## config.mk

```make
export PLATFORM = sky130hd
export DESIGN_NAME = sigma_irq_ctrl
export DESIGN_NICKNAME = d
export VERILOG_FILES = /design/src/rtl/sigma_irq_pkg.sv /design/src/rtl/sigma_irq_debounce.sv /design/src/rtl/sigma_irq_ctrl.sv
export SDC_FILE = /design/constraint.sdc
export NUM_CORES = 1
export LEC_CHECK = 0
export BUFFER_PORTS_ARGS = -buffer_cell sky130_fd_sc_hd__buf_2
export CAP_MARGIN = 0
export CORE_AREA = 2 2 68 76
export CTS_CLUSTER_DIAMETER = 100
export DETAILED_ROUTE_END_ITERATION = 7
export DIE_AREA = 0 0 70 78
export GPL_ROUTABILITY_DRIVEN = 1
export PLACE_DENSITY = 0.73
export RECOVER_POWER = 25
export SLEW_MARGIN = 10
export SYNTH_ARGS = -nofsm -noshare
export SYNTH_HDL_FRONTEND = slang
export SYNTH_HIERARCHICAL = 1
export SYNTH_SLANG_ARGS = --single-unit
export TNS_END_PERCENT = 20
```

## constraint.sdc

```tcl
create_clock -name clk_i -period 1.8 [get_ports clk_i]
set_clock_uncertainty 0.05 [all_clocks]
set_input_delay 0 -clock clk_i [delete_from_list [all_inputs] [get_ports clk_i]]
set_output_delay 0 -clock clk_i [all_outputs]
set_load 0.01 [all_outputs]
```

## src/rtl/sigma_irq_pkg.sv

```systemverilog
// Shared types and constants for the sigma interrupt controller.
package sigma_irq_pkg;

  localparam int unsigned CODE_W = 3;

  typedef enum logic [1:0] {
    IDLE = 2'd0,
    REQ  = 2'd1,
    SVC  = 2'd2
  } irq_state_e;

  localparam logic [1:0] REG_ENABLE  = 2'd0;
  localparam logic [1:0] REG_PENDING = 2'd1;
  localparam logic [1:0] REG_STATUS  = 2'd2;

endpackage

```

## src/rtl/sigma_irq_debounce.sv

```systemverilog
// Per-source 2-flop synchronizer followed by an optional stability filter.
module sigma_irq_debounce
  import sigma_irq_pkg::*;
#(
  parameter logic [15:0] DEBOUNCE_CYCLES = 16'd50000,
  parameter logic        BYPASS          = 1'b0
) (
  input  logic clk_i,
  input  logic arstn_i,
  input  logic src_i,
  output logic level_o
);

  logic        sync1_q, sync2_q;
  logic        level_q, level_d;
  logic [15:0] cnt_q, cnt_d;

  always_ff @(posedge clk_i or negedge arstn_i) begin
    if (!arstn_i) begin
      sync1_q <= 1'b0;
      sync2_q <= 1'b0;
      level_q <= 1'b0;
      cnt_q   <= '0;
    end else begin
      sync1_q <= src_i;
      sync2_q <= sync1_q;
      level_q <= level_d;
      cnt_q   <= cnt_d;
    end
  end

  // The counter holds the number of consecutive differing samples already seen;
  // the level flips on the next differing sample, i.e. DEBOUNCE_CYCLES cycles
  // later than the bypass path.
  always_comb begin
    level_d = level_q;
    cnt_d   = '0;
    if (BYPASS) begin
      level_d = sync2_q;
    end else if (sync2_q != level_q) begin
      if (cnt_q == DEBOUNCE_CYCLES) begin
        level_d = ~level_q;
      end else begin
        cnt_d = cnt_q + 16'd1;
      end
    end
  end

  always_comb level_o = level_q;

endmodule

```

## src/rtl/sigma_irq_ctrl.sv

```systemverilog
// Interrupt controller: filtered edge capture, fixed-priority arbitration and a
// req/ack/eoi handshake towards the sigma CPU, with a small config register port.
module sigma_irq_ctrl
  import sigma_irq_pkg::*;
#(
  parameter int unsigned           NUM_SRC         = 4,
  parameter logic [15:0]           DEBOUNCE_CYCLES = 16'd50000,
  parameter logic [NUM_SRC-1:0]    DEBOUNCE_MASK   = 4'b0001
) (
  input  logic                clk_i,
  input  logic                arstn_i,
  input  logic [NUM_SRC-1:0]  src_i,
  input  logic                cfg_we_i,
  input  logic [1:0]          cfg_addr_i,
  input  logic [31:0]         cfg_wdata_i,
  output logic [31:0]         cfg_rdata_o,
  output logic                irq_req_o,
  output logic [CODE_W-1:0]   irq_code_o,
  input  logic                irq_ack_i,
  input  logic                irq_eoi_i
);

  logic [NUM_SRC-1:0] level, rise, cand;
  logic [NUM_SRC-1:0] level_prev_q;
  logic [NUM_SRC-1:0] enable_q, enable_d;
  logic [NUM_SRC-1:0] pending_q, pending_d;
  logic [CODE_W-1:0]  code_q, code_d, win;
  irq_state_e         state_q, state_d;
  logic               unused_wdata;

  for (genvar gi = 0; gi < NUM_SRC; gi++) begin : g_src
    sigma_irq_debounce #(
      .DEBOUNCE_CYCLES (DEBOUNCE_CYCLES),
      .BYPASS          (~DEBOUNCE_MASK[gi])
    ) u_db (
      .clk_i   (clk_i),
      .arstn_i (arstn_i),
      .src_i   (src_i[gi]),
      .level_o (level[gi])
    );
  end

  always_ff @(posedge clk_i or negedge arstn_i) begin
    if (!arstn_i) begin
      level_prev_q <= '0;
      enable_q     <= '0;
      pending_q    <= '0;
      code_q       <= '0;
      state_q      <= IDLE;
    end else begin
      level_prev_q <= level;
      enable_q     <= enable_d;
      pending_q    <= pending_d;
      code_q       <= code_d;
      state_q      <= state_d;
    end
  end

  always_comb begin
    rise = level & ~level_prev_q;
    cand = pending_q & enable_q;
    win  = '0;
    for (int unsigned i = NUM_SRC; i > 0; i--) begin
      if (cand[i-1]) win = CODE_W'(i - 1);
    end
  end

  always_comb begin
    state_d   = state_q;
    code_d    = code_q;
    enable_d  = enable_q;
    pending_d = pending_q;
    if (cfg_we_i && cfg_addr_i == REG_ENABLE) enable_d = cfg_wdata_i[NUM_SRC-1:0];
    if (cfg_we_i && cfg_addr_i == REG_PENDING) pending_d = pending_d & ~cfg_wdata_i[NUM_SRC-1:0];
    unique case (state_q)
      IDLE: begin
        if (|cand) begin
          code_d  = win;
          state_d = REQ;
        end
      end
      REQ: begin
        if (irq_ack_i) begin
          state_d = SVC;
          for (int unsigned i = 0; i < NUM_SRC; i++) begin
            if (code_q == CODE_W'(i)) pending_d[i] = 1'b0;
          end
        end
      end
      SVC: begin
        if (irq_eoi_i) state_d = IDLE;
      end
      default: state_d = IDLE;
    endcase
    // New edges are merged last so they win over any clear in the same cycle.
    pending_d = pending_d | rise;
  end

  always_comb begin
    cfg_rdata_o = '0;
    case (cfg_addr_i)
      REG_ENABLE:  cfg_rdata_o[NUM_SRC-1:0] = enable_q;
      REG_PENDING: cfg_rdata_o[NUM_SRC-1:0] = pending_q;
      REG_STATUS: begin
        cfg_rdata_o[CODE_W-1:0] = code_q;
        cfg_rdata_o[5:4]        = state_q;
      end
      default: cfg_rdata_o = '0;
    endcase
  end

  always_comb begin
    irq_req_o    = (state_q == REQ);
    irq_code_o   = code_q;
    unused_wdata = ^cfg_wdata_i[31:NUM_SRC];
  end

endmodule

```

* Word-level counts from Yosys, hierarchy flattened
Cells that the tools add are included.
Cells by class: muxes and demuxes 20, $add $sub $neg 1, reduce and logical (&&, ||, !) cells 9, bitwise operators 7, equal/unequal tests 12
Operators with widths (count):
- two-way mux 16 bit | 2
- adder 16 x 1 -> 16 bit (second input constant) | 1
- equality test 16 bit (second input constant) | 1
- AND 4 bit | 3
- two-way mux 4 bit | 3
- two-way mux 2 bit | 5
- two-way mux 3 bit | 3
- case mux 3 bit (3 select lines) | 1
- inverter 4 bit | 2
- equality test 3 x 2 -> 1 bit (second input constant) | 2
- case mux 2 bit (3 select lines) | 1
- equality test 2 x 1 -> 1 bit (second input constant) | 2
- equality test 2 bit (second input constant) | 2
- zero test 2 bit | 2
- two-way mux 1 bit | 4
- inequality test 2 bit (second input constant) | 2
- OR 4 bit | 1
- AND reduction 2 bit | 2
- OR reduction 4 bit | 1
- equality test 3 x 1 -> 1 bit (second input constant) | 1
- zero test 3 bit | 1
- AND reduction 3 bit | 1
- logical AND 1 bit | 2
- inequality test 2 x 1 -> 1 bit (second input constant) | 1
- other kinds (3) | 3
Storage, ports and cells: bits of input ports 43, logic and storage cells 67, output and inout port bits 36, bits in registers 45

* Depth between registers and ports, before layout
word-level depth 7, mapped depth 7, mapped depth without buffers 6

* Hierarchy
The synthesis kept the hierarchy.
Modules (own cells, without submodules):
- sigma_irq_ctrl | area each 1014.7 µm², cells each 104, instances 1
- sigma_irq_debounce (g_src[0].u_db) | area each 982.2 µm², cells each 88, instances 1
- sigma_irq_debounce (g_src[1].u_db ...) | area each 75.1 µm², cells each 3, instances 3

* Worst setup path after synthesis
No wires, ideal clock.
kind register to register, start register g_src[0].u_db.cnt_q[0], end register g_src[0].u_db.cnt_q[14], path buffers 0, stages on the path, launching flop included 6, clock period less this slack 1433 ps, arrival time 1264 ps, slack 367 ps, cell sequence dfrtp_1 ha_1 nand4_4 nor4_2 xnor2_1 nor2_2
Between the ends: longest elaborated chain between the ends 3
RTL lines:
- from (decl) | RTL line sigma_irq_debounce.sv:16 | logic [15:0] cnt_q, cnt_d;
- from (signal assigned) | RTL line sigma_irq_debounce.sv:28 | cnt_q <= cnt_d;
- adder 16 x 1 -> 16 bit / equality test 16 bit (equally long branches) | RTL line sigma_irq_debounce.sv:44, sigma_irq_debounce.sv:41
- two-way mux 16 bit * | RTL line sigma_irq_debounce.sv:41 | if (cnt_q == DEBOUNCE_CYCLES) begin
- two-way mux 16 bit * | RTL line sigma_irq_debounce.sv:40 | end else if (sync2_q != level_q) begin
- named net g_src[0].u_db.cnt_d[14] | RTL line sigma_irq_debounce.sv:16
The timed path passes the listed nets; every way through them passes the cells marked *. A chain may end at the register's enable or synchronous reset.

* Worst setup path after layout
Ends and elaborated chain as after synthesis.

==> results.toml <==
[logic_synthesis]
yosys.area_share.simple_pct = 21.1
netlist-cell-type-count = 40
synth-edff-count = 0
yosysTopAreaCell = "dfrtp_1"
yosysWarningCount = 6
synth_top_area_share_pct = 49.5
synth_top_family_by_area = "simple AND/OR/NAND/NOR gates"
ys.flop_type = "dfrtp_1"
synth_cells = 201
yosysMostFrequentCell = "dfrtp_1"
synth_compound_area_share_pct = 5.57
synth_xor_area_share_pct = 5.91
avgSynthCellArea_um2 = 11.1
synthMuxAreaShare_pct = 4.34
synth_fa_ha_area_share_pct = 1.13
ys_ff_latch = 44
synth_area_leaders = "dfrtp_1 50%, buf_4 9.5%, xnor2_1 4.7%"
yosysSeqAreaShare_pct = 49.5
async_reset_ff_share_pct = 100
synth_common_cells = "44 x dfrtp_1, 28 x buf_4, 19 x nor2_1"
synth_area_um2 = 2220

[floorplan]
initial_core_util_pct = 48.1
die_h_um = 78
die_w_um = 70
num_rows = 26
die_area_um2 = 5460
io_pins = 79
coreArea_um2 = 4620

[critical_path]
slowest_stage = "dfrtp_1"
crit_chain = "ha_1 > nand4_4 > nor4_2 > xnor2_1 > nor2_2"
critPathMaxFanout = 5
end_kind = "flip-flop"
crit_required_ns = 1.93
slowest_delay_ns = 0.42
worstPathArrival_ns = 1.68
start_kind = "flip-flop"
worstSetupPathType = "reg2reg"

[route]
drt-total-wl_mm = 3.50
dr.first_iter.drc_count = 46
post-route-drc-count = 0
dr.pass1.iters = 4
wire_per_inst_um = 11.9
vias = 1438
viasPerCell = 4.89
ant_nets = 0

[timing]
period_needed_ns = 1.55
fmax_mhz = 645
slew_viol_final = 0
fin_crit_sh_pct = 86.1
setup_violations = 0
finalSetupTns_ns = 0
worstMarginPinSlew_ns = 1.03
rsz0062_at_grt = "no"
slew_headroom_pct = 31.3
finalHoldViolCount = 0
finalWorstSetupSlack_ns = 0.249

[power_and_ir_drop]
leakagePower_uw = 0.00114
max-vdd-ir-drop_uv = 570
switching_share_pct = 30.5
powerDensity_nw_per_um2 = 924
seqPwrFrac_pct = 55.2
clock_power_share_pct = 25.1
switching_power_uw = 694
intPower_uw = 1580
p_comb_share_pct = 19.7

[layout]
nFillCells = 401
nets = 283
n_antenna_cell = 0
area_growth_pct = 10.9
drive_gt1_share_pct = 21.0

[cts]
htreeDepth = 2
holdBufCountCts = 11
ctsResizeCount = 0
post_cts_buffers = 0
cts_tree = "yes"
path_clk_slew_ns = 0.08
clock_latency_ns = 0.29
clock_path_buffers = 2
cts-buffers-inserted = 5
clock-sinks = 44
cts_root_buffer = "clkbuf_8"

[grt]
grt_pass1_wl_mm = 6.07
grt_pass1_vias = 1352
grt_max_degree = 45
grt_antenna_before_repair = 0
gr-total-overflow = 0
track_usage_pct = 13.9

[placed_design]
dpl.hpwl_mm = 2.54
numPortBuffers = 23
gp_congestion = 0.763
preCtsSetupSlack_ns = 0.237

[worst_hold_path]
hp-class = "in2reg"

[job]
maxCapViolations = 0

[status]
status = "finished clean"
[state kept, by name, indices dropped and copies added (netlist names)]
name / flops
level_prev_q: 4
g_src.u_db/sync2_q: 1
g_src.u_db/cnt_q: 16
g_src.u_db/sync1_q: 4
irq_code_o: 2
state_q: 2
pending_q: 4
enable_q: 4
g_src.u_db/level_d: 3
g_src.u_db/level_o: 4
[critical path, delay by kind of cell, from the launching register on]
kind | cells | cell delay, ns
xor gates and xnor gates | 1 | 0.17
DFF | 1 | 0.42
and+or+nand+nor | 3 | 0.52
adders and majority gates | 1 | 0.27
[final cells by class]
cell class / instances / area [um2] / share of cell area, %
clock buffers: 5 / 68.8 / 2.79
clock inverters: 2 / 12.5 / 0.508
inverters: 9 / 33.8 / 1.37
multi-input cells: 143 / 947 / 38.4
flip-flops and latches: 44 / 1100 / 44.7
well taps: 56 / 70.1 / 2.84
repair buffers: 35 / 230 / 9.34
[routing by layer]
metal	GRT usage, %	vias to the layer above	share of wire, %
li1	-	707	-
met1	18.7	677	45
met2	22.0	49	48
met3	2.86	5	5.3
met4	5.77	0	1.4
met5	0	-	0
[metrics by stage]
step                hold slack, ns  utilization [%]  instances  power [uW]  cell area [um2]
floorplan                   -0.346                -        227        1590             2320
global placement           -0.0598             49.5        276        1710             2290
detailed placement         -0.0567             49.5        276        1720             2290
CTS                         0.0624             53.7        294        2320             2480
global route                0.0828             53.3        294        2440             2460
finish                      0.0680             53.3        294        2280             2460
[worst paths after layout]
kind	cells past startpoint	startpoint	to	slack [ns]
max in group asynchronous	3	arstn_i	g_src[0].u_db/cnt_q[9]	0.62
worst min register to register	0	g_src[3].u_db/level_d	g_src[3].u_db/level_o	0.29
worst min-delay path	4	cfg_we_i	pending_q[0]	0.07
worst max register to register	5	g_src[0].u_db/cnt_q[0]	g_src[0].u_db/cnt_q[14]	0.25
worst max-delay path	5	g_src[0].u_db/cnt_q[0]	g_src[0].u_db/cnt_q[14]	0.25
min in group asynchronous	3	arstn_i	level_prev_q[1]	0.45
[logic make-up (layout without fill, tap and decap cells)]
group / Yosys count / count (layout)
compound gates: 19 / 19
fa+ha+maj: 2 / 2
mux: 9 / 9
other cells: 1 / 27
xor+xnor: 15 / 15
buf+inv: 40 / 51
flops: 44 / 44
simple gates: 71 / 71
[cells in the final DEF, fill, tap and decap left out, types with 2 or more instances in the layout]
cell type	count
a21oi_1	4
a32o_1	2
and4bb_1	3
clkbuf_8	5
inv_1	9
nand3_1	5
nor3_1	5
nor2_2	3
o21ai_0	6
mux2i_1	4
dlygate4sd3_1	11
nand2_1	13
dfrtp_1	44
xnor2_1	12
ha_1	2
nor4b_1	2
nor4_2	4
nand4_4	2
o22ai_1	3
mux2_2	4
nand4_1	3
a22o_1	2
buf_2	23
and3b_1	2
xor2_1	3
nor2_1	19
conb_1	27
[power by group through the flow]
stage / Combinational [uW] / Sequential (uW) / Clock, uW
global route: 500 / 1280 / 654
CTS: 461 / 1260 / 605
detailed placement: 439 / 1280 / 0
global placement: 434 / 1280 / 0
floorplan: 375 / 1220 / 0
finish: 448 / 1260 / 572
No activity file was read; power rests on OpenSTA's default activity.
